**src/rtl/seq_mul10_pkg.sv**
```systemverilog
// Shared definitions for the sequenced 10x10 multiplier: core width, FSM states
// and the shift applied to each partial product.
package seq_mul10_pkg;

    localparam int CORE_W = 5;
    localparam int OP_W   = 2 * CORE_W;
    localparam int PP_W   = 2 * CORE_W;
    localparam int ACC_W  = 4 * CORE_W;

    typedef enum logic [1:0] {
        ST_IDLE = 2'd0,
        ST_MUL  = 2'd1,
        ST_DONE = 2'd2
    } state_e;

    typedef logic [1:0] step_t;

    localparam logic [3:0] SHIFT_S0 = 4'd0;
    localparam logic [3:0] SHIFT_S1 = 4'd5;
    localparam logic [3:0] SHIFT_S2 = 4'd5;
    localparam logic [3:0] SHIFT_S3 = 4'd10;

    function automatic logic [3:0] step_shift(input step_t step);
        logic [3:0] sh;
        case (step)
            2'd0:    sh = SHIFT_S0;
            2'd1:    sh = SHIFT_S1;
            2'd2:    sh = SHIFT_S2;
            default: sh = SHIFT_S3;
        endcase
        return sh;
    endfunction

endpackage

```
**src/rtl/seq_mul10_ctrl_wallace5.sv**
```systemverilog
// 5x5 unsigned Wallace tree multiplier: three carry-save stages compress the
// five partial-product rows to two, then one carry-propagate add.
module seq_mul10_ctrl_wallace5
    import seq_mul10_pkg::*;
(
    input  logic [CORE_W-1:0] x,
    input  logic [CORE_W-1:0] y,
    output logic [PP_W-1:0]   p
);

    logic [PP_W-1:0] row [CORE_W];
    logic [PP_W-1:0] s1, c1, s2, c2, s3, c3;

    function automatic logic [2*PP_W-1:0] csa(input logic [PP_W-1:0] u,
                                              input logic [PP_W-1:0] v,
                                              input logic [PP_W-1:0] w);
        logic [PP_W-1:0] sum;
        logic [PP_W-1:0] carry;
        sum   = u ^ v ^ w;
        carry = ((u & v) | (u & w) | (v & w)) << 1;
        return {carry, sum};
    endfunction

    always_comb begin
        for (int i = 0; i < CORE_W; i++) begin
            row[i] = {{CORE_W{1'b0}}, x & {CORE_W{y[i]}}} << i;
        end
    end

    // The true product never exceeds 10 bits, so truncating carries is exact.
    assign {c1, s1} = csa(row[0], row[1], row[2]);
    assign {c2, s2} = csa(s1, c1, row[3]);
    assign {c3, s3} = csa(s2, c2, row[4]);
    assign p        = s3 + c3;

endmodule

```
**src/rtl/seq_mul10_ctrl.sv**
```systemverilog
// 10x10 unsigned multiply built from four passes through one shared 5x5 core,
// shift-accumulated into a 20-bit result behind valid/ready handshakes.
module seq_mul10_ctrl #(
    parameter int CORE_W   = 5,
    parameter int ACC_PIPE = 0
) (
    input  logic                  clock,
    input  logic                  reset,
    input  logic                  flush,
    input  logic                  in_valid,
    output logic                  in_ready,
    input  logic [2*CORE_W-1:0]   a,
    input  logic [2*CORE_W-1:0]   b,
    output logic                  out_valid,
    input  logic                  out_ready,
    output logic [4*CORE_W-1:0]   product,
    output logic                  busy
);

    import seq_mul10_pkg::state_e;
    import seq_mul10_pkg::step_t;
    import seq_mul10_pkg::ST_IDLE;
    import seq_mul10_pkg::ST_MUL;
    import seq_mul10_pkg::ST_DONE;
    import seq_mul10_pkg::step_shift;

    localparam int OPW = 2 * CORE_W;
    localparam int ACW = 4 * CORE_W;

    state_e          state_q, state_d;
    step_t           step_q, step_d;
    logic [OPW-1:0]  a_q, a_d, b_q, b_d;
    logic [ACW-1:0]  acc_q, acc_d;
    logic [OPW-1:0]  pp_q, pp_d;
    logic [3:0]      pp_shift_q, pp_shift_d;
    logic            pp_vld_q, pp_vld_d;
    logic            pp_last_q, pp_last_d;
    logic            issued_q, issued_d;

    logic [CORE_W-1:0] core_x, core_y;
    logic [OPW-1:0]    core_p;
    logic              accept;

    // Step selects which operand halves feed the shared core.
    always_comb begin
        core_x = a_q[CORE_W-1:0];
        core_y = b_q[CORE_W-1:0];
        case (step_q)
            2'd1: core_x = a_q[OPW-1:CORE_W];
            2'd2: core_y = b_q[OPW-1:CORE_W];
            2'd3: begin
                core_x = a_q[OPW-1:CORE_W];
                core_y = b_q[OPW-1:CORE_W];
            end
            default: ;
        endcase
    end

    seq_mul10_ctrl_wallace5 u_core (
        .x (core_x),
        .y (core_y),
        .p (core_p)
    );

    assign in_ready  = (state_q == ST_IDLE);
    assign out_valid = (state_q == ST_DONE);
    assign busy      = (state_q != ST_IDLE);
    assign product   = acc_q;
    assign accept    = in_valid && in_ready;

    always_comb begin
        // NOTE: every output of this block gets a default first so no path can infer a latch.
        state_d    = state_q;
        step_d     = step_q;
        a_d        = a_q;
        b_d        = b_q;
        acc_d      = acc_q;
        pp_d       = pp_q;
        pp_shift_d = pp_shift_q;
        pp_vld_d   = 1'b0;
        pp_last_d  = pp_last_q;
        issued_d   = issued_q;

        case (state_q)
            ST_IDLE: begin
                if (accept) begin
                    a_d      = a;
                    b_d      = b;
                    acc_d    = '0;
                    step_d   = 2'd0;
                    issued_d = 1'b0;
                    state_d  = ST_MUL;
                end
            end
            ST_MUL: begin
                if (ACC_PIPE == 0) begin
                    acc_d  = acc_q + (ACW'(core_p) << step_shift(step_q));
                    step_d = step_q + 2'd1;
                    if (step_q == 2'd3) state_d = ST_DONE;
                end else begin
                    // The registered product is folded in one edge after it is issued.
                    if (pp_vld_q) begin
                        acc_d = acc_q + (ACW'(pp_q) << pp_shift_q);
                        if (pp_last_q) state_d = ST_DONE;
                    end
                    if (!issued_q) begin
                        pp_d       = core_p;
                        pp_shift_d = step_shift(step_q);
                        pp_vld_d   = 1'b1;
                        pp_last_d  = (step_q == 2'd3);
                        step_d     = step_q + 2'd1;
                        issued_d   = (step_q == 2'd3);
                    end
                end
            end
            ST_DONE: begin
                if (out_ready) state_d = ST_IDLE;
            end
            default: state_d = ST_IDLE;
        endcase

        if (flush) begin
            state_d  = ST_IDLE;
            step_d   = 2'd0;
            pp_vld_d = 1'b0;
            issued_d = 1'b0;
        end
    end

    // NOTE: state updates use non-blocking assignment so all flops sample the same pre-edge values.
    always_ff @(posedge clock or posedge reset) begin
        if (reset) begin
            state_q    <= ST_IDLE;
            step_q     <= 2'd0;
            a_q        <= '0;
            b_q        <= '0;
            acc_q      <= '0;
            pp_q       <= '0;
            pp_shift_q <= 4'd0;
            pp_vld_q   <= 1'b0;
            pp_last_q  <= 1'b0;
            issued_q   <= 1'b0;
        end else begin
            state_q    <= state_d;
            step_q     <= step_d;
            a_q        <= a_d;
            b_q        <= b_d;
            acc_q      <= acc_d;
            pp_q       <= pp_d;
            pp_shift_q <= pp_shift_d;
            pp_vld_q   <= pp_vld_d;
            pp_last_q  <= pp_last_d;
            issued_q   <= issued_d;
        end
    end

endmodule

```
**config.mk**
```make
export PLATFORM = sky130hd
export DESIGN_NAME = seq_mul10_ctrl
export DESIGN_NICKNAME = d
export VERILOG_FILES = /design/src/rtl/seq_mul10_pkg.sv /design/src/rtl/seq_mul10_ctrl_wallace5.sv /design/src/rtl/seq_mul10_ctrl.sv
export SDC_FILE = /design/constraint.sdc
export NUM_CORES = 1
export LEC_CHECK = 0
export BUFFER_PORTS_ARGS = -buffer_cell sky130_fd_sc_hd__clkbuf_2
export CELL_PAD_IN_SITES_DETAIL_PLACEMENT = 1
export CELL_PAD_IN_SITES_GLOBAL_PLACEMENT = 1
export CORE_MARGIN = 1
export CORE_UTILIZATION = 40
export CTS_CLUSTER_SIZE = 40
export DETAILED_ROUTE_END_ITERATION = 7
export PLACE_DENSITY = 0.75
export SLEW_MARGIN = 20
export SYNTH_ARGS = -nofsm -noshare
export SYNTH_HDL_FRONTEND = slang
export SYNTH_SLANG_ARGS = --single-unit
```
**constraint.sdc**
```tcl
create_clock -name clock -period 17.25 [get_ports clock]
set_input_delay 0.8625 -clock clock [delete_from_list [all_inputs] [get_ports clock]]
set_output_delay 0.8625 -clock clock [all_outputs]
set_load 0.05 [all_outputs]
```
# Word level (Yosys, flattened, before mapping)
# Index checks and enable logic that the tools add are counted.
dict set report word_totals {
  in_bits 25
  out_inout_bits 23
  elab_cells 71
  reg_bits 44
}
dict set report op_classes {
  muxes 14
  addsub 3
  bitwise_logic 26
  eq_ne 9
  reduce_logical 13
  shifts 1
}
# operator count
set op_table {}
lappend op_table {{9-bit OR} 5}
lappend op_table {{20-bit case mux with 2 select lines} 1}
lappend op_table {{9-bit AND} 4}
lappend op_table {{5-bit AND} 5}
lappend op_table {{20-bit adder} 1}
lappend op_table {{20-bit two-way mux} 1}
lappend op_table {{10-bit by 4-bit << shifter with 20-bit output} 1}
lappend op_table {{10-bit XOR} 2}
lappend op_table {{9-bit by 8-bit AND with 9-bit output} 2}
lappend op_table {{2-bit two-way mux} 6}
lappend op_table {{10-bit adder} 1}
lappend op_table {{5-bit two-way mux} 2}
lappend op_table {{10-bit by 8-bit XOR with 10-bit output} 1}
lappend op_table {{10-bit by 9-bit XOR with 10-bit output} 1}
lappend op_table {{9-bit by 7-bit OR with 9-bit output} 1}
lappend op_table {{4-bit case mux with 2 select lines} 1}
lappend op_table {{5-bit by 7-bit AND with 7-bit output} 1}
lappend op_table {{6-bit by 7-bit AND with 7-bit output} 1}
lappend op_table {{6-bit by 7-bit XOR with 7-bit output} 1}
lappend op_table {{5-bit by 6-bit AND with 6-bit output} 1}
lappend op_table {{2-bit == test, second input constant} 3}
lappend op_table {{3-bit by 2-bit inequality test with 1-bit output, second input constant} 2}
lappend op_table {{2-bit case mux with 3 select lines} 1}
lappend op_table {{2-bit AND reduction} 3}
lappend op_table {{other kinds (13)} 18}

# Longest topological paths before layout
dict set report logic_depth {
  ltp_word 17
  ltp_mapped 26
  depth_no_buf 26
}

# Hierarchy
# Synthesis repeated with hierarchy kept, for this count alone.
dict set report hier_totals {
  cells_unflattened 394
  hier_area_um2 3629.7
}
# mod seq_area_each_um2 n_inst cells_per_inst area_each_um2
set by_module_without_submodules {}
lappend by_module_without_submodules {seq_mul10_ctrl 1101.1 1 322 3020.4}
lappend by_module_without_submodules {seq_mul10_ctrl_wallace5 0.0 1 72 609.3}

# Worst setup path before layout
# OpenSTA, ideal clock, no wires.
dict set report synth_timing {
  kind {reg-to-reg}
  start {register step_q[0]}
  end {register acc_q[18] (netlist: product[18])}
  arrival_time_ns 5.699
  n_path_buf 0
  path_slack_ns 11.423
  period_less_slack_ns 5.827
  stages_incl_launch_ff 22
  path_cell_list {dfrtp_1 > ha_1 > nor2_2 > mux2i_1 > or2_2 > fa_1 > fa_1 > fa_1 > inv_1 > ha_1 > fa_1 > a21o_1 > a21oi_1 > xnor2_1 > a22o_1 > ha_1 > a21o_1 > a21o_1 > a2111oi_0 > o211ai_2 > xnor2_1 > o22ai_1}
}
dict set report synth_between {
  elab_chain_cells 17
}
# element line_no
set synth_lines {}
lappend synth_lines {{start: declaration} seq_mul10_ctrl.sv:31} ;# step_t step_q, step_d;
lappend synth_lines {{start signal: assignment} seq_mul10_ctrl.sv:145} ;# step_q <= step_d;
lappend synth_lines {{2-bit == test (tied with other cells)} seq_mul10_ctrl.sv:48} ;# case (step_q)
lappend synth_lines {{2-bit OR reduction (no source line)} n/a}
lappend synth_lines {{5-bit two-way mux} seq_mul10_ctrl.sv:48}
lappend synth_lines {{5-bit AND} seq_mul10_ctrl_wallace5.sv:26} ;# row[i] = {{CORE_W{1'b0}}, x & {CORE_W{y[i]}}} << i;
lappend synth_lines {{5-bit by 6-bit AND with 6-bit output or 5-bit by 7-bit AND with 7-bit output (tied branches)} seq_mul10_ctrl_wallace5.sv:20} ;# carry = ((u & v) | (u & w) | (v & w)) << 1;
lappend synth_lines {{9-bit OR} seq_mul10_ctrl_wallace5.sv:20}
lappend synth_lines {{9-bit by 7-bit OR with 9-bit output} seq_mul10_ctrl_wallace5.sv:20}
lappend synth_lines {{9-bit AND} seq_mul10_ctrl_wallace5.sv:20}
lappend synth_lines {{9-bit OR (2 in a row)} seq_mul10_ctrl_wallace5.sv:20}
lappend synth_lines {{9-bit AND} seq_mul10_ctrl_wallace5.sv:20}
lappend synth_lines {{9-bit OR (2 in a row)} seq_mul10_ctrl_wallace5.sv:20}
lappend synth_lines {{10-bit adder} seq_mul10_ctrl_wallace5.sv:34} ;# assign p = s3 + c3;
lappend synth_lines {{10-bit by 4-bit << shifter with 20-bit output (*)} seq_mul10_ctrl.sv:97} ;# acc_d = acc_q + (ACW'(core_p) << step_shift(step_q));
lappend synth_lines {{20-bit adder (*)} seq_mul10_ctrl.sv:97}
lappend synth_lines {{20-bit case mux with 2 select lines (*)} seq_mul10_ctrl.sv:84} ;# case (state_q)
lappend synth_lines {{end signal: assignment} seq_mul10_ctrl.sv:137} ;# acc_q <= '0;
lappend synth_lines {{end signal: assignment} seq_mul10_ctrl.sv:148} ;# acc_q <= acc_d;
lappend synth_lines {{end: declaration} seq_mul10_ctrl.sv:33} ;# logic [ACW-1:0] acc_q, acc_d;
# Every way passes the cells marked *; elsewhere a longest branch is shown, timed or not. The select of a mux whose other input is x is not followed.
# A chain may end at the register's enable or synchronous reset.

# Worst setup path in the final report
dict set report layout_timing {
  start {register step_q[0]}
  end {register acc_q[19] (netlist: product[19])}
}
# The elaborated chain is that of the path after synthesis.

==> results_dict.tcl <==
set metrics [dict create \
    final_cells 523 \
    worstHoldStart "state_q[1]" \
    p_leak_nw 2.00 \
    hpwl_mm 6.93 \
    numPlacedInstances 515 \
    pre_cts_ws_ns 10.68 \
    io_buffers 47 \
    ys.flop_type "dfrtp_1" \
    start_kind "register" \
    power.total_w 0.000652 \
    synth_seq_cells 44 \
    ant_nets 0 \
    highest_layer "met4" \
    yosys-top-cells-count "dfrtp_1 (44), ha_1 (34), nand2_1 (33), nor2_1 (31), inv_1 (22)" \
    yosys-top-cells-area "dfrtp_1 (31%), ha_1 (12%), fa_1 (7.3%), mux2_2 (6.3%), mux2i_1 (4.2%)" \
    grt_pass1_vias 2983 \
    coreArea_sq_um 8680 \
    viasPerCell 5.39 \
    grt_pass1_wl_mm 14.7 \
    crit_arrival_ns 6.77 \
    wl_met2_mm 4.36 \
    antenna_found_initial 0 \
    rsz0062_at_grt "false" \
    wl_per_cell_um 16.7 \
    maxSlewHeadroom 0.291 \
    cts_max_path_buffers 2 \
    dr_total_vias 2821 \
    place_congestion 0.884 \
    synth_area_sq_um 3560 \
    fin_crit_ns 6.58 \
    wl_met1_mm 3.97 \
    grt_max_degree 45 \
    initialDrtViolationCount 79 \
    seq_area_sq_um 1100 \
    yosysTopAreaCell "dfrtp_1" \
    cp-end-kind "register" \
    cts_made_buffers 5 \
    cts_hold_buf 0 \
    pin_count 48 \
    clk_latency_ns 0.31 \
    drt_wl_total_mm 8.72 \
    fin_setup_tns_ns 0 \
    dieHeight_um 96.4 \
    ys_types 58 \
    grt-ovfl-total 0 \
    crit-reg2reg-launch "step_q[0]" \
    hold_depth 1 \
    status "completed" \
    drive_above_1_share 0.253 \
    clockRootBuffer "clkbuf_8" \
    area_growth_pct 12.0 \
    fin_util 0.460 \
    yosysWarnings 0 \
    multi_input_area_sq_um 2330 \
    post_cts_buffers 0 \
    rows 34 \
    die_w_um 96.4 \
    cp_max_fo 13 \
    final_net_count 486 \
    worst_slack_ns 10.67 \
    diodes 0 \
    required_ns 17.44 \
    synth_edf_count 0 \
    setup_viol 0 \
    hold_viol_final 0 \
    rr_endpoint "product[19]" \
    cap_violations 0 \
    async_flop_share 1.00 \
    ir_worst_vdd_v 0.0000699 \
    syn_inst 369 \
    h-tree-depth 2 \
    path_class "register to register" \
    ctsResizeCount 0 \
    synth_top_area_frac 0.309 \
    dieArea_sq_um 9280 \
    power.density_nw_per_um2 163 \
    reg2reg_slack_ns 10.67 \
    clock_skew_ns 0.00713 \
    syn_nets 441 \
    start_util 0.410 \
    r2r_cells 23 \
    grt_usage 0.205 \
    cts.sinks 44 \
    drt_first_pass_iters 4 \
    fill_cells 1027 \
    fmax_ghz 0.152 \
    period_share 0.381 \
    syn_avg_cell_area_sq_um 9.65 \
    drc 0 \
    path_clk_slew_ns 0.09 \
    yosysMostFrequentCell "dfrtp_1" \
    hold_path_end "state_q[0]" \
    seq_area_frac_synth 0.309 \
    wl_met3_um 280 \
    hp-class "register to register" \
    slew_violations 0 \
    worstMarginPinSlew_ns 1.06 \
    cts_tree "built" \
]
[logic make-up (layout without fill, tap and decap cells)]
logic type,after synthesis,in the layout,synth area share
flops,44,44,0.309
fa+ha+maj,47,47,0.193
buf+inv,32,78,0.0372
simple gates,109,109,0.147
mux,35,35,0.105
compound gates,83,83,0.162
xor+xnor,19,19,0.0467
[registers in the layout (all words and copies together), names as in the netlist]
register and flops:
b_q 10, a_q 10, state_q 2, product 20
step_q 2
[worst max path at each step]
stage                   start          end  slack [ns]  depth (start not counted)
floorplan           step_q[0]  product[18]       11.42                         21
global placement    step_q[0]  product[19]       10.84                         23
detailed placement  step_q[0]  product[19]       10.68                         23
CTS                 step_q[0]  product[19]       10.65                         23
global route        step_q[0]  product[19]       10.31                         23
finish              step_q[0]  product[19]       10.67                         23
[routing by layer]
layer | track usage | vias to the layer above
met4 | 0.0453 | 0
li1 | - | 1379
met2 | 0.361 | 50
met5 | 0 | -
met3 | 0.0316 | 9
met1 | 0.263 | 1383
[layout by cell type, fill, tap and decap left out, types with 2 or more instances in the layout]
master and count:
o21ai_1 10, xnor2_1 8, o22ai_1 5, nor2b_1 5, dfrtp_1 44, and4_1 2, nor2_1 31, clkbuf_2 47
inv_1 21, mux2i_1 15, a21oi_1 17, nand2b_1 2, o21a_1 2, ha_1 34, o21ai_2 2, nor3_1 3
clkbuf_8 6, xor2_1 11, o21ai_0 11, nor2_2 2, or2_2 16, o211ai_2 2, a211oi_1 3, a21o_1 5
nand2_1 33, mux2_2 20, a22o_1 5, clkinvlp_4 2, fa_1 13, nand3_1 3, and2_1 7
[final cells by class]
class	instances	area share
clock inverters	2	0.00376
inverters	22	0.0207
well taps	108	0.0339
repair buffers	48	0.0609
clock buffers	6	0.0207
flip-flops and latches	44	0.276
multi-input cells	293	0.584
[through the flow]
stage,hold WS (ns),cell area [sq um]
2_1_floorplan,0.459,3560
3_3_place_gp,0.488,3890
3_5_place_dp,0.496,3890
4_1_cts,0.510,3990
5_1_grt,0.536,3990
6_report,0.512,3990
[critical path, cell delays in order (launching register included)]
cell,delay [ns]
dfrtp_1,0.43
ha_1,0.39
nor2_2,0.38
mux2i_1,0.23
or2_2,0.36
fa_1,0.50
fa_1,0.52
fa_1,0.55
inv_1,0.04
ha_1,0.22
fa_1,0.42
a21o_1,0.18
a21oi_1,0.17
xnor2_1,0.11
mux2i_1,0.22
nor2_1,0.08
ha_1,0.38
and4_1,0.19
o21ai_1,0.07
o21ai_2,0.24
a21boi_1,0.11
o31a_1,0.37
xor2_1,0.21
o211ai_2,0.10
[report_power, final]
group	internal [W]	switching [W]	total [W]
registers	0.000124	0.0000171	0.000141
clock network	0.0000326	0.0000413	0.0000738
logic	0.000170	0.000267	0.000437
Power figures use the tool's default switching activity.
